<file path="config.mk">
export PLATFORM = sky130hd
export DESIGN_NAME = shiftreg_receiver
export DESIGN_NICKNAME = d
export VERILOG_FILES = /design/src/rtl/shiftreg_receiver.sv
export SDC_FILE = /design/constraint.sdc
export NUM_CORES = 1
export LEC_CHECK = 0
export CAP_MARGIN = 20
export CORE_ASPECT_RATIO = 0.75
export CORE_MARGIN = 2
export CORE_UTILIZATION = 30
export DETAILED_ROUTE_END_ITERATION = 8
export DONT_BUFFER_PORTS = 1
export SYNTH_ARGS = -nofsm -noshare
export SYNTH_HDL_FRONTEND = slang
export SYNTH_SLANG_ARGS = --single-unit
</file>
<file path="constraint.sdc">
create_clock -name CLK -period 24 [get_ports CLK]
set_clock_uncertainty 0.2 [all_clocks]
set_input_delay 4.8 -clock CLK [delete_from_list [all_inputs] [get_ports CLK]]
set_output_delay 4.8 -clock CLK [all_outputs]
set_load 0.02 [all_outputs]
</file>
<file path="src/rtl/shiftreg_receiver.sv">
// Serial-to-parallel receiver for the shift-register generator stream: rebuilds static/dynamic words,
// checks frame length, flags protocol errors. Optional macro STAT_CHECK_EN adds the stat_mismatch output.
module shiftreg_receiver #(
  parameter int SIZESRSTAT = 88,
  parameter int SIZESRDYN  = 16
`ifdef STAT_CHECK_EN
  ,parameter logic [SIZESRSTAT-1:0] STAT_EXPECTED = 88'hABCDEF123456789ABCDEF1
`endif
) (
  input  logic                  CLK,
  input  logic                  RST,
  input  logic                  signal_in,
  input  logic                  sel_stat,
  input  logic                  sel_dyn,
  input  logic                  clr_err,
  output logic [SIZESRSTAT-1:0] stat_out,
  output logic [SIZESRDYN-1:0]  dyn_out,
  output logic                  stat_valid,
  output logic                  dyn_valid,
  output logic                  busy,
  output logic                  frame_err
`ifdef STAT_CHECK_EN
  ,output logic                 stat_mismatch
`endif
);

  localparam int MAXSZ = (SIZESRSTAT > SIZESRDYN) ? SIZESRSTAT : SIZESRDYN;
  localparam int CNT_W = $clog2(MAXSZ + 1);
  localparam logic [CNT_W-1:0] STAT_LEN = CNT_W'(SIZESRSTAT);
  localparam logic [CNT_W-1:0] DYN_LEN  = CNT_W'(SIZESRDYN);
  localparam logic [CNT_W-1:0] CNT_ONE  = CNT_W'(1);

  typedef enum logic [1:0] {IDLE, RX_STAT, RX_DYN, WAIT} state_t;

  state_t                  state_q;
  logic [CNT_W-1:0]        cnt_q;
  logic [SIZESRSTAT-1:0]   shstat_q, shstat_d;
  logic [SIZESRDYN-1:0]    shdyn_q, shdyn_d;
  logic [SIZESRSTAT-1:0]   stat_out_q;
  logic [SIZESRDYN-1:0]    dyn_out_q;
  logic                    stat_valid_q, dyn_valid_q, frame_err_q;
  logic                    err_d;
`ifdef STAT_CHECK_EN
  logic                    mismatch_q;
`endif

  // Shadow next values (MSB-first) and this cycle's error condition.
  always_comb begin
    shstat_d = {shstat_q[SIZESRSTAT-2:0], signal_in};
    shdyn_d  = {shdyn_q[SIZESRDYN-2:0], signal_in};
    err_d    = sel_stat & sel_dyn;
    if (state_q == RX_STAT) begin
      if (sel_stat && cnt_q == STAT_LEN) err_d = 1'b1;
      if (!sel_stat && cnt_q != STAT_LEN) err_d = 1'b1;
    end
    if (state_q == RX_DYN) begin
      if (sel_dyn && cnt_q == DYN_LEN) err_d = 1'b1;
      if (!sel_dyn && cnt_q != DYN_LEN) err_d = 1'b1;
    end
  end

  always_ff @(posedge CLK or posedge RST) begin
    if (RST) begin
      state_q      <= IDLE;
      cnt_q        <= '0;
      shstat_q     <= '0;
      shdyn_q      <= '0;
      stat_out_q   <= '0;
      dyn_out_q    <= '0;
      stat_valid_q <= 1'b0;
      dyn_valid_q  <= 1'b0;
      frame_err_q  <= 1'b0;
`ifdef STAT_CHECK_EN
      mismatch_q   <= 1'b0;
`endif
    end else begin
      stat_valid_q <= 1'b0;
      dyn_valid_q  <= 1'b0;
      frame_err_q  <= err_d | (frame_err_q & ~clr_err);
      if (sel_stat && sel_dyn) begin
        state_q <= WAIT;
      end else begin
        case (state_q)
          IDLE: begin
            if (sel_stat) begin
              shstat_q <= shstat_d;
              cnt_q    <= CNT_ONE;
              state_q  <= RX_STAT;
            end else if (sel_dyn) begin
              shdyn_q <= shdyn_d;
              cnt_q   <= CNT_ONE;
              state_q <= RX_DYN;
            end
          end
          RX_STAT: begin
            if (sel_stat) begin
              if (cnt_q < STAT_LEN) begin
                shstat_q <= shstat_d;
                cnt_q    <= cnt_q + CNT_ONE;
              end else begin
                state_q <= WAIT;
              end
            end else begin
              if (cnt_q == STAT_LEN) begin
                stat_out_q   <= shstat_q;
                stat_valid_q <= 1'b1;
`ifdef STAT_CHECK_EN
                mismatch_q   <= (shstat_q != STAT_EXPECTED);
`endif
              end
              // A same-cycle handover makes this bit the first dynamic bit.
              if (sel_dyn) begin
                shdyn_q <= shdyn_d;
                cnt_q   <= CNT_ONE;
                state_q <= RX_DYN;
              end else begin
                state_q <= IDLE;
              end
            end
          end
          RX_DYN: begin
            if (sel_dyn) begin
              if (cnt_q < DYN_LEN) begin
                shdyn_q <= shdyn_d;
                cnt_q   <= cnt_q + CNT_ONE;
              end else begin
                state_q <= WAIT;
              end
            end else begin
              if (cnt_q == DYN_LEN) begin
                dyn_out_q   <= shdyn_q;
                dyn_valid_q <= 1'b1;
              end
              if (sel_stat) begin
                shstat_q <= shstat_d;
                cnt_q    <= CNT_ONE;
                state_q  <= RX_STAT;
              end else begin
                state_q <= IDLE;
              end
            end
          end
          default: begin
            if (!sel_stat && !sel_dyn) state_q <= IDLE;
          end
        endcase
      end
    end
  end

  assign stat_out   = stat_out_q;
  assign dyn_out    = dyn_out_q;
  assign stat_valid = stat_valid_q;
  assign dyn_valid  = dyn_valid_q;
  assign frame_err  = frame_err_q;
  assign busy       = (state_q != IDLE);
`ifdef STAT_CHECK_EN
  assign stat_mismatch = mismatch_q;
`endif

endmodule

</file>
### Word level (Yosys, flattened, before mapping)

Cells that the tools add are included.

| word-level totals | value |
|---|---|
| register bits | 220 |
| input port bits | 6 |

| operators by class | value |
|---|---|
| add/sub/neg operators | 1 |
| magnitude comparators | 2 |
| equality and inequality tests | 19 |
| multiplexer cells | 43 |
| bitwise operators | 7 |
| reduce and logical (&&, ||, !) cells | 20 |

Operators with widths:

| operator | number |
|---|---|
| $mux W88 | 4 |
| $pmux W88 S3 | 1 |
| $mux W16 | 4 |
| $mux W7 | 7 |
| $pmux W16 S2 | 1 |
| $pmux W7 S3 | 1 |
| $mux W2 | 9 |
| $mux W1 | 15 |
| $ne A4 B4 Y1 const B | 3 |
| $reduce_and A4 Y1 | 3 |
| $reduce_and A5 Y1 | 2 |
| $ne A2 B2 Y1 const B | 4 |
| $add A7 B1 Y7 const B | 1 |
| $eq A7 B5 Y1 const B | 1 |
| $eq A7 B7 Y1 const B | 1 |
| $lt A7 B5 Y1 const B | 1 |
| $lt A7 B7 Y1 const B | 1 |
| $ne A7 B5 Y1 const B | 1 |
| $ne A7 B7 Y1 const B | 1 |
| $logic_and A1 B1 Y1 | 6 |
| $ne A2 B1 Y1 const B | 3 |
| $ne A3 B2 Y1 const B | 2 |
| $pmux W2 S3 | 1 |
| $reduce_and A6 Y1 | 1 |
| 12 further kinds | 18 |

### Logic depth before layout (Yosys ltp)

Gate-level depths: netlist of run 1.

| depth | value |
|---|---|
| depth after elaboration | 9 |
| gate-level depth with buffers | 9 |

### Least setup slack after synthesis of run 1

OpenSTA, ideal clock, no wires.

| timing path | value |
|---|---|
| path type | input -> register |
| start | in sel_dyn |
| end | reg cnt_q[3] |
| arrival time | 6.549 ns |
| path slack | 17.155 ns |
| cell stages on the path | 8 |
| buffers on the path | 2 |
| cells stage by stage | clkbuf_1 -> inv_1 -> ha_1 -> a211oi_1 -> o31ai_1 -> or3b_2 -> clkbuf_1 -> o31ai_1 |

| on the way | value |
|---|---|
| cells in the longest elaborated chain, start to end | 3 |

RTL lines:

| item | line | RTL |
|---|---|---|
| start, declared | 14 | `input logic sel_dyn,` |
| $mux W7 / $logic_and A1 B1 Y1 (equally long branches) | - |  |
| $mux W7, or another cell as far along | - |  |
| $pmux W7 S3 / $reduce_and A5 Y1 (equally long branches) | - |  |
| end signal, assigned | 99 | `cnt_q <= cnt_q + CNT_ONE;` |
| end signal, assigned | 125 | `cnt_q <= cnt_q + CNT_ONE;` |
| end, declared | 36 | `logic [CNT_W-1:0] cnt_q;` |

Parallel ways exist; a longest one is shown, timed or not.
A chain may end at the register's enable or synchronous reset.

### Worst setup path in the final report of run 1

| timing path | value |
|---|---|
| start | in sel_stat |
| end | reg stat_out_q[57] (netlist: stat_out[57]) |

| on the way | value |
|---|---|
| cells in the longest elaborated chain, start to end | 3 |

RTL lines:

| item | line | RTL |
|---|---|---|
| start, declared | 13 | `input logic sel_stat,` |
| $logic_and A1 B1 Y1 | 80 | `if (sel_stat && sel_dyn) begin` |
| $not A1 Y1 (no source line) | - |  |
| $reduce_and A4 Y1 (no source line) (*) | - |  |
| end signal, assigned | 105 | `stat_out_q <= shstat_q;` |
| end, declared | 39 | `logic [SIZESRSTAT-1:0] stat_out_q;` |

Mark *: on every way between the ends. The rest lies on a longest branch, timed or not.

==> results.cfg, run 1 <==
[run_status]
status = completed

[yosys]
yosysUniqueCellTypes = 38
synth_top_cell_area_share = 0.639
ys_seq_elements = 220
seq_area_frac_synth = 0.639
synth_top_area_cell = dfrtp_1
netlist_area_sq_um = 8620
synth_top_family_by_area = multiplexers
postSynthAreaPerCell_sq_um = 15.7
synth_ff_type = dfrtp_1
ys_async_sr_fraction = 1.00
synth-adder-area-share = 0.0116
synth-xor-area-share = 0.00203
postSynthCellCount = 550
synth_area_leaders = dfrtp_1 64%, mux2_2 27%, buf_2 1.2%
synth-edff-count = 0
syn-num-nets = 564
synth-compound-area-share = 0.0267
yosysWarnings = 0
synth.most_common_cell = dfrtp_1
synthTopCellsByCount = 220 x dfrtp_1, 209 x mux2_2, 20 x buf_2
synthSimpleGateAreaFrac = 0.0234
synth_mux_area_frac = 0.274

[floorplanning]
start_util = 0.306
die_w_um = 200
io_pins = 114
coreArea_sq_um = 28100
die_h_um = 151
num_rows = 53
die-area_sq_um = 30100

[worst_setup_path]
cp-start-kind = primary input
required_ns = 24.19
reg2reg_depth = 7
crit_start = sel_stat
critPathCaptureType = flip-flop
cp_slowest_cell = buf_4
crit_end = stat_out[57]
rrSetupSlack_ns = 21.03
arrival_ns = 6.82
cp_max_fo = 46
r2r-end = stat_out[57]
critPathKind = in2reg
crit_chain = ha_1 > or3_4 > buf_4 > mux2_2
timing.rr.start = cnt_q[0]
critPathMaxStageDelay_ns = 0.63

[sta]
rsz0062_at_grt = no
relSlewSlack = 0.332
drv_slew = 0
setup_viol = 0
max_freq_mhz = 151
worstMarginPinSlew_ns = 0.994
layout_min_cycle_time_ns = 6.63
hold_viol = 0
tns_ns = 0
fin_crit_sh = 0.276

[placement]
dpl.hpwl_um = 10300
place_area_sq_um = 9020
port_buffers = 0
place_congestion = 0.750

[finish]
fillers = 2679
final_nets = 569
layout-drive-gt1-share = 0.453
area_growth_pct = 14.1
diodes = 0
fin_util = 0.350
design_area_sq_um = 9830

[global_routing]
grt_max_degree = 79
overflow = 0
antenna_found_initial = 0
track_usage = 0.110
grt_pass1_wl_um = 26100
grt_pass1_vias = 4706

[routing]
ant_nets = 0
post_drt_wl_per_cell_um = 17.2
drt_first_pass_iters = 4
drc = 0
viasPerCell = 4.71
drt_iter0_markers = 270
routed-via-count = 4506
wirelength_um = 16400

[clock_network]
cts_resized = 0
worstSkewPairLatency_ns = 0.52
cts_tree = done
cts_sinks = 220
hold_buffers = 0
post_cts.repair.setup_buffers = 0
cts.path.max_buffers = 3
h-tree-depth = 1
cts_root_buffer = clkbuf_16
clk_transition_reported_paths_ns = 0.06
numCtsBuffers = 24

[run]
cap_violations = 0

[power_and_ir_drop]
power_uw = 936
leakagePower_nw = 4.87
power_density_nw_per_um2 = 95.2
vdd_drop_max_uv = 43.8

[worst_hold_path]
hold_class = reg2reg
-- per-layer routing --
metal / part of all wire / vias to the layer above / track usage
met4: 0.036 / 0 / 0.0433
met5: 0 / - / 0
li1: - / 1969 / -
met2: 0.46 / 156 / 0.177
met3: 0.080 / 49 / 0.0399
met1: 0.42 / 2332 / 0.134
-- power breakdown --
part / total, mW / internal, mW / leakage [nW] / switching (mW)
Clock: 0.361 / 0.217 / 0.385 / 0.145
Sequential: 0.430 / 0.404 / 3.01 / 0.0263
Combinational: 0.145 / 0.0708 / 1.48 / 0.0743
Total: 0.936 / 0.691 / 4.87 / 0.245
-- cell type report --
class | count | area (sq um) | area share
inverters | 15 | 63.8 | 0.00649
flip-flops and latches | 220 | 5510 | 0.560
multi-input cells | 288 | 2940 | 0.298
well taps | 385 | 482 | 0.0490
clock inverters | 7 | 66.3 | 0.00674
repair buffers | 6 | 65.1 | 0.00662
clock buffers | 36 | 717 | 0.0729
-- cells by family (layout without fill, tap and decap cells) --
family / Yosys count / in the layout
buffers and inverters: 42 / 64
muxes: 210 / 210
xor gates and xnor gates: 2 / 2
DFF: 220 / 220
adders and majority gates: 8 / 8
AOI/OAI and AO/OA: 31 / 31
and+or+nand+nor: 37 / 37
-- per-stage QoR --
stage / hold WS [ns] / worst slack, ns / instances
after floorplan: 0.275 / 12.98 / 550
after global placement: 0.287 / 16.94 / 913
after detailed placement: 0.302 / 16.82 / 913
after CTS: 0.319 / 17.37 / 956
after global routing: 0.339 / 17.26 / 957
final: 0.311 / 17.37 / 957
-- how the worst min path moves through the flow --
stage            startpoint      endpoint  slack (ns)  cells after the start
6_report       shstat_q[87]  stat_out[87]        0.31                      1
5_1_grt         shdyn_q[15]   dyn_out[15]        0.34                      1
4_1_cts         shdyn_q[15]   dyn_out[15]        0.32                      1
3_5_place_dp   shstat_q[87]  stat_out[87]        0.30                      1
3_3_place_gp    shdyn_q[15]   dyn_out[15]        0.29                      1
2_1_floorplan   shdyn_q[15]   dyn_out[15]        0.27                      1
-- state kept, by name (all words and copies together), names as in the netlist --
register and count:
shstat_q 88, dyn_out 16, cnt_q 7, stat_valid 1, shdyn_q 16, frame_err 1
state_q 2, stat_out 88, dyn_valid 1
-- layout by cell type (no fill, tap or decap), types with 2 or more instances in the layout --
cell type,instances
dfrtp_1,220
mux2_2,209
clkbuf_16,25
inv_1,14
nand2_1,8
ha_1,8
nor2_1,6
o31ai_1,6
clkbuf_1,6
nand3_1,5
clkbuf_8,5
buf_4,5
o21ai_0,4
a211oi_1,4
clkinv_2,4
or3_1,3
nand2b_1,3
a21oi_1,2
nor3_1,2
o311a_1,2
nor3b_1,2
o22ai_1,2
xnor2_1,2
-- worst max-delay path, delay by kind of cell --
family,cells,cell delay [ns]
adder cells (fa/ha/maj),1,0.35
AND/OR/NAND/NOR,1,0.61
multiplexers,1,0.41
buffers and inverters,1,0.63
(Power assumes the default switching activity.)
==> run 2, diff against run 1 <==
Clock period 24 ns to 5.8 ns, I/O delays scaled along.
==> run 2 against run 1 <==
  * Cell area rose by 0.36%
  * Sequential power rose to 4.1 times the previous value
  * Non-clock buffer count fell by 1
  * Critical path depth rose by 3
  * Clock power rose to 4.3 times the previous value
  * Setup slack got worse by 15 ns
  * Utilization rose by 0.12 points
  * Wire length fell by 2.5%
  * Worst hold slack got worse by 0.051 ns
  * Critical path type is now reg2reg
  * Critical endpoint is now stat_out[68]
==> results.cfg, run 2 (synthesized netlist as in run 1, its figures left out) <==
[sta]
layout_min_cycle_time_ns = 3.09
relSlewSlack = 0.267
rsz0062_at_grt = no
tns_ns = 0
max_freq_mhz = 324
setup_viol = 0
hold_viol = 0
worstMarginPinSlew_ns = 1.09
whs_ns = 0.260
drv_slew = 0
fin_crit_sh = 0.532

[power_and_ir_drop]
power.switching_mw = 1.02
p_seq_frac = 0.453
swShare = 0.261
p_int_mw = 2.90
power_density_nw_per_um2 = 398
leakagePower_nw = 4.88
p_clk_frac = 0.392
vdd_drop_max_uv = 174
power_mw = 3.93
p_comb_frac = 0.156

[floorplanning]
die_w_um = 200
coreArea_sq_um = 28100
num_rows = 53
die-area_sq_um = 30100
io_pins = 114
die_h_um = 151
start_util = 0.306

[worst_setup_path]
required_ns = 5.99
cp-start-kind = flip-flop
r2r-end = stat_out[68]
rrSetupSlack_ns = 2.71
critPathCaptureType = flip-flop
critPathKind = reg2reg
cp_max_fo = 48
reg2reg_depth = 7
timing.rr.start = cnt_q[0]
arrival_ns = 3.28

[finish]
multi_input_area_sq_um = 2940
layout_common_cells = 220 x dfrtp_1, 209 x mux2_2, 25 x clkbuf_16
final_nets = 568
diodes = 0
layout-drive-gt1-share = 0.457
seqCellArea_sq_um = 5510
fillers = 2688
area_growth_pct = 14.6
final_common_cell = dfrtp_1

[global_routing]
grt_pass1_vias = 4712
overflow = 0
grt_max_degree = 149
track_usage = 0.108
antenna_found_initial = 0
grt_pass1_wl_um = 25900

[clock_network]
cts_tree = done
hold_buffers = 0
post_cts.repair.setup_buffers = 0
clk_transition_reported_paths_ns = 0.06
h-tree-depth = 1
cts_resized = 0
cts_sinks = 220
numCtsBuffers = 24
cts_root_buffer = clkbuf_16
cts.path.max_buffers = 3
worstSkewPairLatency_ns = 0.51

[placement]
dpl.hpwl_um = 10300
port_buffers = 0
place_congestion = 0.825

[routing]
post_drt_wl_per_cell_um = 16.8
drc = 0
drt_first_pass_iters = 6
routed-via-count = 4490
drt_iter0_markers = 218
viasPerCell = 4.70
wirelength_um = 16000
ant_nets = 0

[run_status]
status = completed

[run]
cap_violations = 0

[worst_hold_path]
hold_class = in2async
run 2: changes by cell type in the layout (fill, tap and decap cells not counted):
cell | previous run | this run
buf_12 | 0 | 1
buf_4 | 5 | 3
bufinv_16 | 1 | 2
clkbuf_1 | 6 | 3
clkbuf_8 | 5 | 4
clkinv_4 | 1 | 3
clkinvlp_4 | 1 | 2
run 2: worst max-delay path by stage:
stage,start,end,slack (ns),depth (start not counted)
2_1_floorplan,RST,cnt_q[0],1.57,1
3_3_place_gp,sel_stat,shstat_q[66],2.18,6
3_5_place_dp,sel_stat,shstat_q[53],2.15,6
4_1_cts,sel_stat,shstat_q[68],2.67,6
5_1_grt,cnt_q[0],stat_out[66],2.57,7
6_report,cnt_q[0],stat_out[68],2.71,7
run 2: metal layers:
| layer | wire [um] | GRT usage |
|---|---|---|
| met1 | 6760 | 0.136 |
| met4 | 582 | 0.0411 |
| met2 | 7340 | 0.172 |
| met5 | 0 | 0 |
| met3 | 1350 | 0.0376 |
run 2: worst max-delay path, cell delays in order, from the launching register on:
cell and delay (ns):
dfrtp_1 0.45, inv_1 0.08, ha_1 0.21, and4bb_2 0.23
nand3_1 0.13, or3_4 0.51, buf_4 0.65, mux2_2 0.42
run 2: cell type report:
class / instances / area share
Sequential cell: 220 / 0.558
Multi-Input combinational cell: 288 / 0.297
Clock buffer: 32 / 0.0701
Tap cell: 385 / 0.0488
Clock inverter: 11 / 0.0127
Timing Repair Buffer: 5 / 0.00710
Inverter: 15 / 0.00609
run 2: power by group through the flow:
stage               clock network [mW]  logic [mW]  registers [mW]
floorplan                            0       0.497            1.76
global placement                     0       0.569            1.80
detailed placement                   0       0.600            1.81
CTS                               1.60       0.604            1.78
global route                      1.67       0.663            1.80
finish                            1.54       0.611            1.78
run 2: stage by stage:
| step | std cells | utilization | setup WS, ns | area (sq um) |
|---|---|---|---|---|
| final | 956 | 0.351 | 2.71 | 9870 |
| after global routing | 956 | 0.351 | 2.57 | 9870 |
| after CTS | 955 | 0.350 | 2.67 | 9840 |
| after detailed placement | 912 | 0.321 | 2.15 | 9020 |
| after global placement | 912 | 0.321 | 2.18 | 9020 |
| after floorplan | 550 | - | 1.57 | 8620 |
==> run 3, diff against run 2 <==
Clock period 5.8 ns to 3.05 ns, I/O delays scaled along.
==> run 3 against run 2 <==
  * Cell area up 0.86%
  * Sequential cell count unchanged
  * Fmax up 17%
  * Critical path depth down 1
  * Highest routed layer unchanged
  * Count of clock-buffer cells in the layout unchanged
==> results.cfg, run 3 (synthesized netlist as in run 1, its figures left out) <==
[worst_setup_path]
cp-start-kind = flip-flop
required_ns = 3.23
critPathMaxStageDelay_ns = 0.80
timing.rr.start = state_q[1]
reg2reg_depth = 6
critPathKind = reg2reg
critPathBufInv = 1
rrSetupSlack_ns = 0.42
cp_max_fo = 10
cp_slowest_cell = o31ai_1
arrival_ns = 2.81
crit_chain = inv_1 > ha_1 > nand2_1 > o31ai_1 > or3b_2 > o21ai_0
critical_path.top_delay_family = compound AO/OA/AOI/OAI gates
r2r-end = cnt_q[2]
critPathCaptureType = flip-flop

[global_routing]
track_usage = 0.110
grt_max_degree = 115
grt_pass1_wl_um = 26400
overflow = 0
antenna_found_initial = 0
grt_pass1_vias = 4871

[clock_network]
h-tree-depth = 1
clk_transition_reported_paths_ns = 0.06
worstSkewPairLatency_ns = 0.52
cts_root_buffer = clkbuf_16
cts_resized = 0
cts.path.max_buffers = 3
cts_tree = done
cts_sinks = 220
numCtsBuffers = 24

[finish]
layout-drive-gt1-share = 0.464
diodes = 0
area_growth_pct = 15.5
design_area_sq_um = 9950
layout_common_cells = 220 x dfrtp_1, 209 x mux2_2, 25 x clkbuf_16
final_common_cell = dfrtp_1
fin_util = 0.354
fin_cells = 965
final_nets = 577

[floorplanning]
die_w_um = 200
start_util = 0.306
die-area_sq_um = 30100
die_h_um = 151
coreArea_sq_um = 28100
num_rows = 53
io_pins = 114

[placement]
port_buffers = 0
place_congestion = 0.849
dpl.hpwl_um = 10600
dp_cells = 921
dp_worst_setup_slack_ns = 0.378
place_area_sq_um = 9140

[routing]
drt_first_pass_iters = 4
viasPerCell = 4.64
post_drt_wl_per_cell_um = 16.5
routed-via-count = 4477
ant_nets = 0
drt_iter0_markers = 173
wirelength_um = 16000
drc = 0

[sta]
hold_viol = 0
worstMarginPinSlew_ns = 0.967
fin_crit_sh = 0.861
relSlewSlack = 0.350
worst_slack_ns = 0.423
layout_min_cycle_time_ns = 2.63
tns_ns = 0
drv_slew = 0
max_freq_mhz = 381
setup_viol = 0
rsz0062_at_grt = no
whs_ns = 0.0387

[worst_hold_path]
min_path_cells = 1
hold_class = in2reg
hp-start = signal_in
holdPathEnd = shdyn_q[0]

[power_and_ir_drop]
leakagePower_nw = 4.93
vdd_drop_max_uv = 319
power_density_nw_per_um2 = 749
power_mw = 7.46

[run]
cap_violations = 0

[run_status]
status = completed
-- run 3: cell types whose count changed in the layout (fill, tap and decap cells not counted) --
cell / change
buf_16: -1
inv_8: +1
inv_6: +2
clkinv_4: -1
buf_4: +5
dlygate4sd3_1: +1
clkinv_2: -1
bufinv_16: -1
buf_12: +4
-- run 3: cell type report --
cell class | count | area, sq um
sequential | 220 | 5510
clock inverter | 11 | 110
multi-input combinational | 288 | 2940
tap | 385 | 482
clock buffer | 32 | 692
timing repair buffer | 14 | 170
fill | 2674 | 18200
inverter | 15 | 60.1
-- run 3: timing repair --
| action | CTS | global route |
|---|---|---|
| hold buffers | 1 | 0 |
| hold endpoints to repair | 8 | 0 |
| buffers inserted | 0 | 0 |
-- run 3: how the worst max path moves through the flow --
stage	cells after the start	from	to	slack [ns]
global route	6	state_q[1]	cnt_q[2]	0.19
finish	6	state_q[1]	cnt_q[2]	0.42
floorplan	1	RST	cnt_q[0]	-0.63
global placement	6	sel_stat	shstat_q[29]	0.46
detailed placement	6	sel_stat	shstat_q[35]	0.38
CTS	6	state_q[1]	cnt_q[2]	0.46
-- run 3: report_power, final --
| part | switching (mW) | internal, mW |
|---|---|---|
| Combinational | 0.587 | 0.613 |
| Sequential | 0.203 | 3.18 |
| Clock | 1.18 | 1.70 |
| Total | 1.97 | 5.49 |
-- run 3: worst reg2reg max path, delay by kind of cell (launching register included) --
kind	cells	cell delay (ns)
buffers and inverters	1	0.09
adders and majority gates	1	0.39
DFF	1	0.40
AOI/OAI and AO/OA	2	0.93
and+or+nand+nor	2	0.48
-- run 3: per-layer routing --
layer	global-route usage	vias up	part of all wire
met5	0	-	0
met4	0.0419	0	0.030
met3	0.0446	29	0.089
met2	0.178	128	0.47
met1	0.132	2330	0.41
li1	-	1990	-
